### src/rtl/issue_pair_if.sv
// Bundle between the ID-stage decode/hazard sources and the pairing controller.
// The controller sits on the slave side; the pipeline (or a bench) is the master.
interface issue_pair_if #(
    parameter int REG_AW = 5
);
    logic [1:0]        id_valid;
    logic [REG_AW-1:0] id_rd0;
    logic [REG_AW-1:0] id_rd1;
    logic [REG_AW-1:0] id_rs1_0;
    logic [REG_AW-1:0] id_rs2_0;
    logic [REG_AW-1:0] id_rs1_1;
    logic [REG_AW-1:0] id_rs2_1;
    logic [3:0]        id_use_rs;
    logic [1:0]        id_wr;
    logic [1:0]        id_mem;
    logic [1:0]        id_mdu;
    logic [1:0]        ex_load;
    logic [REG_AW-1:0] ex_rd0;
    logic [REG_AW-1:0] ex_rd1;
    logic              pipe_stall;
    logic              mispredict;
    logic              decode_unicorn;
    logic              idex_stall;
    logic              idex_flush;
    logic [1:0]        issue_select;
    logic              ifid_hold;
    logic              ifid_flush;

    modport master (
        output id_valid, id_rd0, id_rd1, id_rs1_0, id_rs2_0, id_rs1_1, id_rs2_1,
               id_use_rs, id_wr, id_mem, id_mdu, ex_load, ex_rd0, ex_rd1,
               pipe_stall, mispredict,
        input  decode_unicorn, idex_stall, idex_flush, issue_select,
               ifid_hold, ifid_flush
    );

    modport slave (
        input  id_valid, id_rd0, id_rd1, id_rs1_0, id_rs2_0, id_rs1_1, id_rs2_1,
               id_use_rs, id_wr, id_mem, id_mdu, ex_load, ex_rd0, ex_rd1,
               pipe_stall, mispredict,
        output decode_unicorn, idex_stall, idex_flush, issue_select,
               ifid_hold, ifid_flush
    );
endinterface

### src/rtl/issue_pair_ctrl.sv
// Dual-issue pairing / interlock controller: decides pair, serialize or load-use
// bubble for the ID/EX slot registers, and replays mispredicts hidden by a stall.
module issue_pair_ctrl #(
    parameter int REG_AW = 5
) (
    input  logic       clk,
    input  logic       rst_n,
    issue_pair_if.slave bus
);
    typedef enum logic [1:0] {ST_PAIR, ST_SPLIT1, ST_DRAIN} state_t;

    state_t r_state;
    state_t w_next;
    logic   r_flush_pending;

    logic       w_raw, w_waw, w_conflict;
    logic       w_iss0, w_iss1, w_loaduse;
    logic       w_redirect;
    logic       w_unicorn, w_idex_flush, w_ifid_hold, w_ifid_flush;
    logic [1:0] w_issue_select;

    // True when rd is a used source of any slot currently allowed to issue.
    function automatic logic src_hit(input logic [REG_AW-1:0] rd,
                                     input logic iss0, input logic iss1);
        src_hit = (iss0 && bus.id_use_rs[0] && bus.id_rs1_0 == rd) ||
                  (iss0 && bus.id_use_rs[1] && bus.id_rs2_0 == rd) ||
                  (iss1 && bus.id_use_rs[2] && bus.id_rs1_1 == rd) ||
                  (iss1 && bus.id_use_rs[3] && bus.id_rs2_1 == rd);
    endfunction

    assign w_raw = bus.id_wr[0] && (bus.id_rd0 != '0) &&
                   ((bus.id_use_rs[2] && bus.id_rs1_1 == bus.id_rd0) ||
                    (bus.id_use_rs[3] && bus.id_rs2_1 == bus.id_rd0));
    assign w_waw = (&bus.id_wr) && (bus.id_rd0 == bus.id_rd1) && (bus.id_rd0 != '0);
    assign w_conflict = (&bus.id_valid) &&
                        (w_raw || w_waw || (&bus.id_mem) || (&bus.id_mdu));

    // In SPLIT1 slot0 has already gone; only slot1 can still be hurt by a load.
    assign w_iss0 = (r_state == ST_PAIR) && bus.id_valid[0];
    assign w_iss1 = ((r_state == ST_PAIR) || (r_state == ST_SPLIT1)) && bus.id_valid[1];
    assign w_loaduse =
        (bus.ex_load[0] && (bus.ex_rd0 != '0) && src_hit(bus.ex_rd0, w_iss0, w_iss1)) ||
        (bus.ex_load[1] && (bus.ex_rd1 != '0) && src_hit(bus.ex_rd1, w_iss0, w_iss1));

    assign w_redirect = bus.mispredict || r_flush_pending;

    always_comb begin
        w_next         = r_state;
        w_unicorn      = (r_state == ST_PAIR) ? w_conflict : 1'b1;
        w_idex_flush   = 1'b0;
        w_issue_select = 2'b00;
        w_ifid_hold    = 1'b0;
        w_ifid_flush   = 1'b0;
        if (bus.pipe_stall) begin
            w_ifid_hold = 1'b1;
        end else if (w_redirect) begin
            w_idex_flush   = 1'b1;
            w_issue_select = 2'b11;
            w_ifid_flush   = 1'b1;
            // A flush mid-split leaves the slot1 ID/EX toggle out of phase.
            w_next         = (r_state == ST_SPLIT1) ? ST_DRAIN : ST_PAIR;
        end else begin
            unique case (r_state)
                ST_PAIR: begin
                    if (w_loaduse) begin
                        w_idex_flush   = 1'b1;
                        w_issue_select = 2'b11;
                        w_ifid_hold    = 1'b1;
                    end else if (w_conflict) begin
                        w_ifid_hold = 1'b1;
                        w_next      = ST_SPLIT1;
                    end
                end
                ST_SPLIT1: begin
                    if (w_loaduse) begin
                        w_idex_flush   = 1'b1;
                        w_issue_select = 2'b10;
                        w_ifid_hold    = 1'b1;
                    end else begin
                        w_next = ST_PAIR;
                    end
                end
                ST_DRAIN: w_next = ST_PAIR;
                default:  w_next = ST_PAIR;
            endcase
        end
    end

    // Everything is forced quiet while reset is held.
    assign bus.decode_unicorn = rst_n && w_unicorn;
    assign bus.idex_stall     = rst_n && bus.pipe_stall;
    assign bus.idex_flush     = rst_n && w_idex_flush;
    assign bus.issue_select   = rst_n ? w_issue_select : 2'b00;
    assign bus.ifid_hold      = rst_n && w_ifid_hold;
    assign bus.ifid_flush     = rst_n && w_ifid_flush;

    always_ff @(posedge clk) begin
        if (!rst_n) begin
            r_state         <= ST_PAIR;
            r_flush_pending <= 1'b0;
        end else begin
            r_state <= w_next;
            if (bus.pipe_stall) begin
                if (bus.mispredict) r_flush_pending <= 1'b1;
            end else begin
                r_flush_pending <= 1'b0;
            end
        end
    end
endmodule

### src/flat_wrapper.sv
// flat-port wrapper written by rule: the top's interface ports become plain ports
module issue_pair_ctrl_flat 
#(
    parameter int REG_AW = 5
)
  (clk, rst_n, bus_id_valid, bus_id_rd0, bus_id_rd1, bus_id_rs1_0, bus_id_rs2_0, bus_id_rs1_1, bus_id_rs2_1, bus_id_use_rs, bus_id_wr, bus_id_mem, bus_id_mdu, bus_ex_load, bus_ex_rd0, bus_ex_rd1, bus_pipe_stall, bus_mispredict, bus_decode_unicorn, bus_idex_stall, bus_idex_flush, bus_issue_select, bus_ifid_hold, bus_ifid_flush);
  issue_pair_if #(.REG_AW(REG_AW)) bus_i ();
  input  logic clk;
  input  logic rst_n;
  input wire logic [$bits(bus_i.id_valid)-1:0] bus_id_valid;
  input wire logic [$bits(bus_i.id_rd0)-1:0] bus_id_rd0;
  input wire logic [$bits(bus_i.id_rd1)-1:0] bus_id_rd1;
  input wire logic [$bits(bus_i.id_rs1_0)-1:0] bus_id_rs1_0;
  input wire logic [$bits(bus_i.id_rs2_0)-1:0] bus_id_rs2_0;
  input wire logic [$bits(bus_i.id_rs1_1)-1:0] bus_id_rs1_1;
  input wire logic [$bits(bus_i.id_rs2_1)-1:0] bus_id_rs2_1;
  input wire logic [$bits(bus_i.id_use_rs)-1:0] bus_id_use_rs;
  input wire logic [$bits(bus_i.id_wr)-1:0] bus_id_wr;
  input wire logic [$bits(bus_i.id_mem)-1:0] bus_id_mem;
  input wire logic [$bits(bus_i.id_mdu)-1:0] bus_id_mdu;
  input wire logic [$bits(bus_i.ex_load)-1:0] bus_ex_load;
  input wire logic [$bits(bus_i.ex_rd0)-1:0] bus_ex_rd0;
  input wire logic [$bits(bus_i.ex_rd1)-1:0] bus_ex_rd1;
  input wire logic [$bits(bus_i.pipe_stall)-1:0] bus_pipe_stall;
  input wire logic [$bits(bus_i.mispredict)-1:0] bus_mispredict;
  output wire logic [$bits(bus_i.decode_unicorn)-1:0] bus_decode_unicorn;
  output wire logic [$bits(bus_i.idex_stall)-1:0] bus_idex_stall;
  output wire logic [$bits(bus_i.idex_flush)-1:0] bus_idex_flush;
  output wire logic [$bits(bus_i.issue_select)-1:0] bus_issue_select;
  output wire logic [$bits(bus_i.ifid_hold)-1:0] bus_ifid_hold;
  output wire logic [$bits(bus_i.ifid_flush)-1:0] bus_ifid_flush;
  assign bus_i.id_valid = bus_id_valid;
  assign bus_i.id_rd0 = bus_id_rd0;
  assign bus_i.id_rd1 = bus_id_rd1;
  assign bus_i.id_rs1_0 = bus_id_rs1_0;
  assign bus_i.id_rs2_0 = bus_id_rs2_0;
  assign bus_i.id_rs1_1 = bus_id_rs1_1;
  assign bus_i.id_rs2_1 = bus_id_rs2_1;
  assign bus_i.id_use_rs = bus_id_use_rs;
  assign bus_i.id_wr = bus_id_wr;
  assign bus_i.id_mem = bus_id_mem;
  assign bus_i.id_mdu = bus_id_mdu;
  assign bus_i.ex_load = bus_ex_load;
  assign bus_i.ex_rd0 = bus_ex_rd0;
  assign bus_i.ex_rd1 = bus_ex_rd1;
  assign bus_i.pipe_stall = bus_pipe_stall;
  assign bus_i.mispredict = bus_mispredict;
  assign bus_decode_unicorn = bus_i.decode_unicorn;
  assign bus_idex_stall = bus_i.idex_stall;
  assign bus_idex_flush = bus_i.idex_flush;
  assign bus_issue_select = bus_i.issue_select;
  assign bus_ifid_hold = bus_i.ifid_hold;
  assign bus_ifid_flush = bus_i.ifid_flush;
  issue_pair_ctrl #(.REG_AW(REG_AW)) u_core (.clk(clk), .rst_n(rst_n), .bus(bus_i));
endmodule
### config.mk
export PLATFORM = sky130hd
export DESIGN_NAME = issue_pair_ctrl_flat
export DESIGN_NICKNAME = d
export VERILOG_FILES = /design/src/rtl/issue_pair_if.sv /design/src/rtl/issue_pair_ctrl.sv /design/src/flat_wrapper.sv
export SDC_FILE = /design/constraint.sdc
export NUM_CORES = 1
export LEC_CHECK = 0
export ABC_AREA = 1
export CAP_MARGIN = 20
export CORE_MARGIN = 2
export CORE_UTILIZATION = 36
export CTS_CLUSTER_DIAMETER = 200
export DETAILED_ROUTE_END_ITERATION = 6
export PLACE_DENSITY = 0.87
export SLEW_MARGIN = 20
export SYNTH_ARGS = -nofsm -noshare
export SYNTH_HDL_FRONTEND = slang
export SYNTH_SLANG_ARGS = --single-unit
### constraint.sdc
create_clock -name clk -period 1.4 [get_ports clk]
set_input_delay 0.21 -clock clk [delete_from_list [all_inputs] [get_ports clk]]
set_output_delay 0.21 -clock clk [all_outputs]
set_load 0.01 [all_outputs]
==> results.py, run 1 <==
metrics = {
    "floorplanning": {
        "start_util": 0.374,
        "die_h_um": 62.9,
        "rows": 21,
        "die_w_um": 62.9,
        "core_area_um2": 3340,
        "die_area_um2": 3960,
        "pin_count": 65,
    },
    "clock_tree": {
        "cts_tree": "built",
        "holdBufCountCts": 0,
        "cts.clk_slew.worst_paths_ns": 0.04,
        "insertion_delay_ns": 0.25,
        "cts_buffers": 3,
        "cts_max_path_buffers": 2,
        "cts_root_buf": "clkbuf_4",
        "htreeDepth": 1,
        "cts.sinks": 3,
    },
    "run_status": {
        "violations": "negative setup slack",
        "status": "complete, but fails checks",
    },
    "timing": {
        "max_freq_mhz": 541,
        "worst_slew_pin_slew_ns": 0.253,
        "rsz0062_at_grt": "true",
        "slew_headroom": 0.832,
        "setup_viol": 6,
        "fin_crit_ns": 1.85,
        "hold_violations": 0,
        "slew_violations": 0,
        "fin_crit_sh": 1.32,
        "final.setup_skew_ns": 0.00271,
        "timing.final.ws_setup_ns": -0.449,
    },
    "min_path": {
        "hp-class": "in -> reg",
    },
    "synthesis": {
        "synth_seq_area_share": 0.0481,
        "yosysWarnings": 0,
        "synth_top_area_frac": 0.391,
        "avgSynthCellArea_um2": 4.49,
        "ys_top_cells_by_area": "nand2_1 39%, inv_1 12%, nor2_1 11%, xnor2_1 8.4%, dfxtp_1 4.8%",
        "synth_nets": 336,
        "syn_area_um2": 1250,
        "yosys_register_bits": 3,
        "synth_top_cell_by_area": "nand2_1",
        "synth_cells": 278,
        "synth_cell_type_count": 19,
    },
    "power": {
        "p_comb_frac": 0.697,
        "p_sw_w": 0.000380,
        "seqPwrFrac": 0.113,
        "peakVddDrop_mv": 0.212,
        "power_w": 0.000873,
        "power_leakage_nw": 1.31,
        "switching_share": 0.435,
        "p_int_w": 0.000493,
        "clockPowerShare": 0.191,
        "p_per_area_nw_per_um2": 406,
    },
    "drt": {
        "ant_nets": 0,
        "wl_per_cell_um": 10.7,
        "via_per_inst": 4.66,
        "drt_iter0_drc": 91,
        "drt-pass1-iter-count": 4,
        "drc": 0,
        "vias": 1963,
        "wirelength_um": 4520,
    },
    "worst_setup_path": {
        "worst-path-buf-inv": 3,
        "critPathRequiredTime_ns": 1.19,
        "path_common_cell": "nand2_1",
        "timing_worst_setup_path_type": "reg -> out",
        "cp_top_family": "simple AND/OR/NAND/NOR gates",
        "cpPeakStageDelay_ns": 0.33,
        "cp-start-kind": "flop",
        "slowest_stage": "dfxtp_2",
        "path_max_fanout": 4,
        "critPathArrivalTime_ns": 1.64,
        "path_cells": "inv_4, nand2_4, nor3_4, nand2_1, nor2_2, nor2_1, nand2_1, nand2_1, nand2_2, nand2_2, o21ai_1, o21ai_1, inv_1, buf_2",
        "end_kind": "output port",
    },
    "global_routing": {
        "grt_usage": 0.229,
        "grt_max_degree": 7,
        "grt_antenna_before_repair": 0,
        "grt_pass1_wl_um": 7590,
        "gr-total-overflow": 0,
        "grt_pass1_vias": 1795,
    },
    "placed_design": {
        "gp_congestion": 0.888,
        "numPortBuffers": 64,
        "hpwl_um": 3690,
        "postPlaceCellArea_um2": 2150,
        "place_ws_ns": -1.11,
    },
    "layout": {
        "nFillCells": 334,
        "drive_above_1_share": 0.296,
        "final_nets": 434,
        "antenna_cells": 0,
        "area_delta_synth_final_pct": 72.0,
        "final_area_um2": 2150,
    },
    "job": {
        "timing.max_cap.violations": 0,
    },
}
placed cells by master, fill, tap and decap left out, drive strengths merged:
cell type and count:
nand3 13, nand2 132, inv 52, a22o 1, nor3 3, dlymetal6s2s 3, nor2 39, xor2 3
clkdlybuf4s50 7, dfxtp 3, clkdlybuf4s15 3, o21ai 10, a31oi 1, nand4 6, a21oi 3, clkbuf 12
xnor2 12, buf 50, dlygate4sd2 22
per-layer routing:
metal | track usage | vias up | share of wire
met5 | 0 | - | 0
met2 | 0.419 | 62 | 0.49
met4 | 0.0333 | 0 | 0.014
li1 | - | 1029 | -
met1 | 0.284 | 863 | 0.44
met3 | 0.0342 | 9 | 0.053
worst paths after layout:
check                              start                     end  slack (ns)  cells past startpoint
hold / removal            bus_pipe_stall  u_core.r_flush_pending        0.52                      5
setup reg to reg       u_core.r_state[1]       u_core.r_state[0]       -0.12                     15
setup / recovery       u_core.r_state[1]           bus_ifid_hold       -0.45                     14
hold reg to reg   u_core.r_flush_pending  u_core.r_flush_pending        0.61                      3
synth_stat cells:
cell and count:
o21ai_0 7, nand2_1 130, nand4_1 6, dfxtp_1 3, o21ai_1 3, xnor2_1 12, inv_1 40, nor3_1 1
a21oi_1 3, nand3_2 1, a22o_1 1, xor2_1 3, nor2_2 1, nor3_2 2, nand2_2 2, a31oi_1 1
inv_2 12, nor2_1 38, nand3_1 12
through the flow:
stage,hold WS [ns],util,TNS [ns],cells
2_1_floorplan,0.338,-,-0.0686,278
3_3_place_gp,0.563,0.645,-6.89,415
3_5_place_dp,0.571,0.645,-7.12,415
4_1_cts,0.582,0.630,-1.89,421
5_1_grt,0.549,0.644,-2.52,421
6_report,0.516,0.644,-1.79,421
kinds of logic after synthesis:
kind of cell,count (synthesis),synth area share
buffers and inverters,52,0.156
XOR/XNOR,15,0.105
AND/OR/NAND/NOR,193,0.626
flip-flops,3,0.0481
AO/OA/AOI/OAI,15,0.0641
state kept, by name (all words and copies together), names as in the netlist:
register	count
u_core.r_flush_pending	1
u_core.r_state	2
cell type report:
class	count	area, um2	share of cell area
clock buffer	4	26.3	0.0122
inverter	52	198	0.0920
multi-input combinational	223	1080	0.501
sequential	3	61.3	0.0285
tap	46	57.6	0.0268
timing repair buffer	93	728	0.339
worst min-delay path: stages:
cell,delay [ns]
dlymetal6s2s_1,0.16
buf_4,0.15
nand2_1,0.07
buf_4,0.10
nor2_1,0.03
timing repair:
item | in CTS | in global routing
setup endpoints to repair | 9 | 9
buffers inserted | 2 | 0
resized for setup | 144 | 44
pin swaps | 31 | 23
power groups by stage:
stage | Sequential, W | Clock (W) | Combinational [W]
finish | 0.0000985 | 0.000166 | 0.000608
detailed placement | 0.0000985 | 0 | 0.000616
global placement | 0.0000982 | 0 | 0.000605
global route | 0.0000989 | 0.000175 | 0.000679
CTS | 0.0000973 | 0.000164 | 0.000581
floorplan | 0.0000984 | 0 | 0.000264
Power figures use the tool's default switching activity.
==> run 2: changes to the inputs <==
CORE_MARGIN = default   (was 2)
==> results.py, run 2 (same netlist as run 1, synthesis figures left out) <==
metrics = {
    "clock_tree": {
        "cts.clk_slew.worst_paths_ns": 0.04,
        "cts_buffers": 3,
        "insertion_delay_ns": 0.24,
        "cts.sinks": 3,
        "htreeDepth": 1,
        "cts_tree": "built",
        "cts_max_path_buffers": 2,
        "cts_root_buf": "clkbuf_4",
    },
    "layout": {
        "largest-register": "u_core.r_state",
        "final_nets": 437,
        "final_cell_mix": "118 x nand2_1, 34 x nor2_1, 33 x buf_4",
        "reg_top3": "u_core.r_state x2, u_core.r_flush_pending x1",
        "largest_register_ffs": 2,
        "drive_above_1_share": 0.307,
        "final_area_um2": 2210,
        "layout_commonest_cell": "nand2_1",
        "nFillCells": 310,
        "antenna_cells": 0,
        "fin_cells": 424,
        "area_delta_synth_final_pct": 77.4,
    },
    "global_routing": {
        "grt_usage": 0.249,
        "grt_pass1_wl_um": 7230,
        "grt_max_degree": 7,
        "gr-total-overflow": 0,
        "grt_antenna_before_repair": 0,
        "grt_pass1_vias": 1815,
    },
    "floorplanning": {
        "die_w_um": 60.9,
        "pin_count": 65,
        "die_h_um": 60.9,
        "start_util": 0.374,
        "core_area_um2": 3340,
        "die_area_um2": 3710,
        "rows": 21,
    },
    "timing": {
        "hold_violations": 0,
        "fin_crit_sh": 1.37,
        "slew_headroom": 0.825,
        "max_freq_mhz": 522,
        "timing.final.ws_setup_ns": -0.517,
        "rsz0062_at_grt": "true",
        "final.setup_skew_ns": 0.00132,
        "fin_crit_ns": 1.92,
        "tns_ns": -2.18,
        "slew_violations": 0,
        "setup_viol": 6,
        "worst_slew_pin_slew_ns": 0.263,
    },
    "placed_design": {
        "postPlaceCellArea_um2": 2180,
        "numPortBuffers": 64,
        "placed_cells": 418,
        "gp_congestion": 0.893,
        "hpwl_um": 3670,
    },
    "worst_setup_path": {
        "path_max_fanout": 4,
        "path_common_cell": "nand2_1",
        "cp_top_family": "simple AND/OR/NAND/NOR gates",
        "rr_startpoint": "u_core.r_state[1]",
        "slowest_stage": "dfxtp_2",
        "critPathArrivalTime_ns": 1.71,
        "timing.rr.end": "u_core.r_state[0]",
        "cpPeakStageDelay_ns": 0.33,
        "path_cells": "inv_4, nand3_2, nor2_1, nand3_1, nand2_1, inv_2, nand2_1, nand2_1, nand2_2, nand2_2, o21ai_2, o21ai_1, inv_1, buf_2",
        "ff2ff_path_depth": 15,
        "critPathRequiredTime_ns": 1.19,
        "worst-path-buf-inv": 4,
        "timing_worst_setup_path_type": "reg -> out",
        "r2r_slack_ns": -0.19,
        "cp-start-kind": "flop",
        "end_kind": "output port",
    },
    "power": {
        "power_leakage_nw": 1.33,
        "p_per_area_nw_per_um2": 408,
        "peakVddDrop_mv": 0.225,
    },
    "drt": {
        "via_per_inst": 4.92,
        "ant_nets": 0,
        "drt_iter0_drc": 113,
        "drt-pass1-iter-count": 6,
        "wirelength_um": 4880,
        "drc": 0,
        "vias": 2084,
        "wl_per_cell_um": 11.5,
    },
    "run_status": {
        "status": "complete, but fails checks",
        "violations": "negative setup slack",
    },
    "min_path": {
        "whs_path_depth": 5,
        "hold_end": "u_core.r_flush_pending",
        "hp-class": "in -> reg",
        "worst_hold_startpoint": "bus_pipe_stall",
    },
    "job": {
        "timing.max_cap.violations": 0,
    },
}
-- run 2: cell count changes in the layout (fill, tap and decap cells not counted), moves of 2 or more --
cell,change
clkbuf_2,-2
clkdlybuf4s15_1,+2
buf_6,+4
inv_2,+2
inv_1,-3
buf_2,-2
-- run 2: report_power, final --
group          total (W)  switching (W)  internal (W)
clock network   0.000156      0.0000488      0.000107
logic           0.000650       0.000338      0.000312
registers      0.0000988     0.00000475     0.0000941
total           0.000905       0.000392      0.000513
-- run 2: cell type report --
type                       instances  area (um2)  share of cell area
multi-input combinational        223        1090               0.492
timing repair buffer              96         778               0.351
inverter                          52         200              0.0904
sequential                         3        62.6              0.0282
tap                               46        57.6              0.0260
clock buffer                       4        26.3              0.0119
-- run 2: what timing repair did --
item / 4_1_cts / 5_1_grt
gates resized for setup: 153 / 42
hold buffers: 0 / 0
buffers inserted: 20 / 3
endpoints found under the setup margin: 9 / 9
pin swaps: 34 / 22
-- run 2: how the worst max path moves through the flow --
| stage | startpoint | depth (start not counted) | slack [ns] | end |
|---|---|---|---|---|
| after CTS | u_core.r_state[1] | 14 | -0.47 | bus_ifid_hold |
| after detailed placement | bus_ex_rd1[2] | 16 | -1.10 | bus_ifid_hold |
| after global placement | bus_ex_rd1[2] | 16 | -1.05 | bus_ifid_hold |
| after global routing | u_core.r_state[1] | 14 | -0.65 | bus_ifid_hold |
| after floorplan | u_core.r_state[1] | 13 | -0.03 | bus_ifid_hold |
| final | u_core.r_state[1] | 14 | -0.52 | bus_ifid_hold |
-- run 2: worst reg2reg max path, delay by kind of cell, from the launching register on --
kind          cells  cell delay, ns
simple gates     11            0.85
flops             1            0.33
buf+inv           4            0.30
-- run 2: layer usage --
layer  global-route usage  vias up  part of all wire
met5                    0        -                 0
met4               0.0390        0             0.026
met2                0.452      119              0.49
li1                     -     1040                 -
met1                0.326      907              0.40
met3               0.0213       18             0.085
-- run 2: metrics by stage --
| stage | setup WS (ns) | hold WS (ns) | utilization | power [W] |
|---|---|---|---|---|
| final | -0.517 | 0.560 | 0.664 | 0.000905 |
| after global routing | -0.651 | 0.582 | 0.664 | 0.000977 |
| after CTS | -0.466 | 0.604 | 0.644 | 0.000854 |
| after detailed placement | -1.10 | 0.567 | 0.652 | 0.000721 |
| after global placement | -1.05 | 0.563 | 0.652 | 0.000708 |
| after floorplan | -0.0350 | 0.338 | - | 0.000362 |
==> run 3: changes to the inputs <==
CORE_UTILIZATION = 40   (was 36)
PLACE_DENSITY = 0.91   (was 0.87)
clock period = 2.02 ns   (was 1.4 ns; I/O delays follow)
==> results.py, run 3 (same netlist as run 1, synthesis figures left out) <==
metrics = {
    "run_status": {
        "status": "complete, but fails checks",
        "violations": "design-rule violations, negative setup slack",
    },
    "clock_tree": {
        "insertion_delay_ns": 0.25,
        "cts.sinks": 3,
        "cts_tree": "built",
        "cts_root_buf": "clkbuf_4",
        "cts.clk_slew.worst_paths_ns": 0.03,
        "cts_max_path_buffers": 2,
        "cts_buffers": 3,
        "htreeDepth": 1,
    },
    "timing": {
        "tns_ns": -0.303,
        "slew_headroom": 0.860,
        "whs_ns": 0.609,
        "timing.final.ws_setup_ns": -0.133,
        "slew_violations": 0,
        "max_freq_mhz": 464,
        "fin_crit_sh": 1.07,
        "final.setup_skew_ns": 0.00552,
        "fin_crit_ns": 2.15,
        "rsz0062_at_grt": "true",
        "setup_viol": 5,
        "worst_slew_pin_slew_ns": 0.211,
        "hold_violations": 0,
    },
    "layout": {
        "layout_commonest_cell": "nand2_1",
        "antenna_cells": 0,
        "final_nets": 444,
        "reg_top3": "u_core.r_state x2, u_core.r_flush_pending x1",
        "final_core_util": 0.776,
        "largest_register_ffs": 2,
        "nFillCells": 229,
        "area_delta_synth_final_pct": 77.3,
        "drive_above_1_share": 0.265,
        "largest-register": "u_core.r_state",
        "final_cell_mix": "128 x nand2_1, 37 x buf_4, 34 x nor2_1",
        "seqCellArea_um2": 62.6,
        "multi_input_area_um2": 1050,
    },
    "worst_setup_path": {
        "timing_worst_setup_path_type": "in -> out",
        "end_kind": "output port",
        "critPathArrivalTime_ns": 1.85,
        "critPathRequiredTime_ns": 1.72,
        "r2r_slack_ns": -0.05,
        "cp-start-kind": "primary input",
        "path_max_fanout": 3,
    },
    "floorplanning": {
        "die_h_um": 57.9,
        "die_area_um2": 3350,
        "core_area_um2": 2850,
        "pin_count": 65,
        "rows": 19,
        "die_w_um": 57.9,
        "start_util": 0.438,
    },
    "global_routing": {
        "grt_antenna_before_repair": 0,
        "grt_pass1_vias": 1921,
        "grt_usage": 0.293,
        "grt_pass1_wl_um": 7770,
        "gr-total-overflow": 0,
        "grt_max_degree": 7,
    },
    "power": {
        "power_leakage_nw": 1.34,
        "p_int_w": 0.000356,
        "peakVddDrop_mv": 0.236,
        "p_comb_frac": 0.711,
        "p_sw_w": 0.000278,
        "p_per_area_nw_per_um2": 286,
        "clockPowerShare": 0.180,
        "switching_share": 0.439,
        "seqPwrFrac": 0.109,
    },
    "min_path": {
        "hp-class": "reg -> reg",
    },
    "drt": {
        "drt_iter0_drc": 190,
        "wirelength_um": 5400,
        "wl_per_cell_um": 13.0,
        "via_per_inst": 5.23,
        "drc": 4,
        "drt-pass1-iter-count": 7,
        "vias": 2174,
        "ant_nets": 0,
    },
    "job": {
        "timing.max_cap.violations": 0,
    },
    "placed_design": {
        "hpwl_um": 3790,
        "numPortBuffers": 64,
        "gp_congestion": 0.923,
    },
}
run 3: area by class of cell:
type | count | share of cell area
tap | 31 | 0.0175
timing repair buffer | 103 | 0.378
multi-input combinational | 223 | 0.474
inverter | 52 | 0.0904
sequential | 3 | 0.0283
clock buffer | 4 | 0.0119
run 3: power by group through the flow:
stage | sequential (W) | combinational [W] | clock, W
floorplan | 0.0000678 | 0.000181 | 0
global placement | 0.0000677 | 0.000419 | 0
detailed placement | 0.0000680 | 0.000428 | 0
CTS | 0.0000675 | 0.000417 | 0.000109
global route | 0.0000694 | 0.000489 | 0.000124
finish | 0.0000689 | 0.000451 | 0.000114
run 3: per-stage QoR:
stage	cell area [um2]	instances	total power, W	setup slack, ns
finish	2210	416	0.000634	-0.133
global route	2210	416	0.000682	-0.262
CTS	2190	411	0.000593	0.000178
detailed placement	2150	402	0.000496	-0.746
global placement	2150	402	0.000487	-0.670
floorplan	1250	278	0.000249	0.411
run 3: what timing repair did:
| action | in CTS | in global routing |
|---|---|---|
| buffers inserted | 5 | 5 |
| hold buffers | 0 | 0 |
| endpoints found under the setup margin | 5 | 7 |
| pin swaps | 23 | 16 |
| resized for setup | 93 | 43 |
run 3: layer usage:
metal / share of wire / wire length [um] / GRT usage
met5: 0 / 0 / 0
met4: 0.044 / 238 / 0.0544
met3: 0.096 / 519 / 0.0491
met2: 0.49 / 2630 / 0.558
met1: 0.37 / 2020 / 0.341
run 3: worst max-delay path, stage by stage:
cell and delay [ns]:
dlygate4sd2_1 0.28, buf_4 0.15, nand2_1 0.06, nand2_1 0.08
nor2_1 0.04, nand3_1 0.06, nand2_1 0.08, inv_2 0.05
nand2_1 0.06, nand2_1 0.09, nand2_2 0.06, nand2_2 0.06
o21ai_1 0.06, o21ai_1 0.18, inv_1 0.09, buf_2 0.15
run 3: path summary, 6_finish.rpt:
check / from / endpoint / depth (start not counted)
max: bus_id_rs1_1[1] / bus_ifid_hold / 16
min: u_core.r_flush_pending / u_core.r_flush_pending / 3
max reg2reg: u_core.r_state[1] / u_core.r_state[0] / 20
min reg2reg: u_core.r_flush_pending / u_core.r_flush_pending / 3
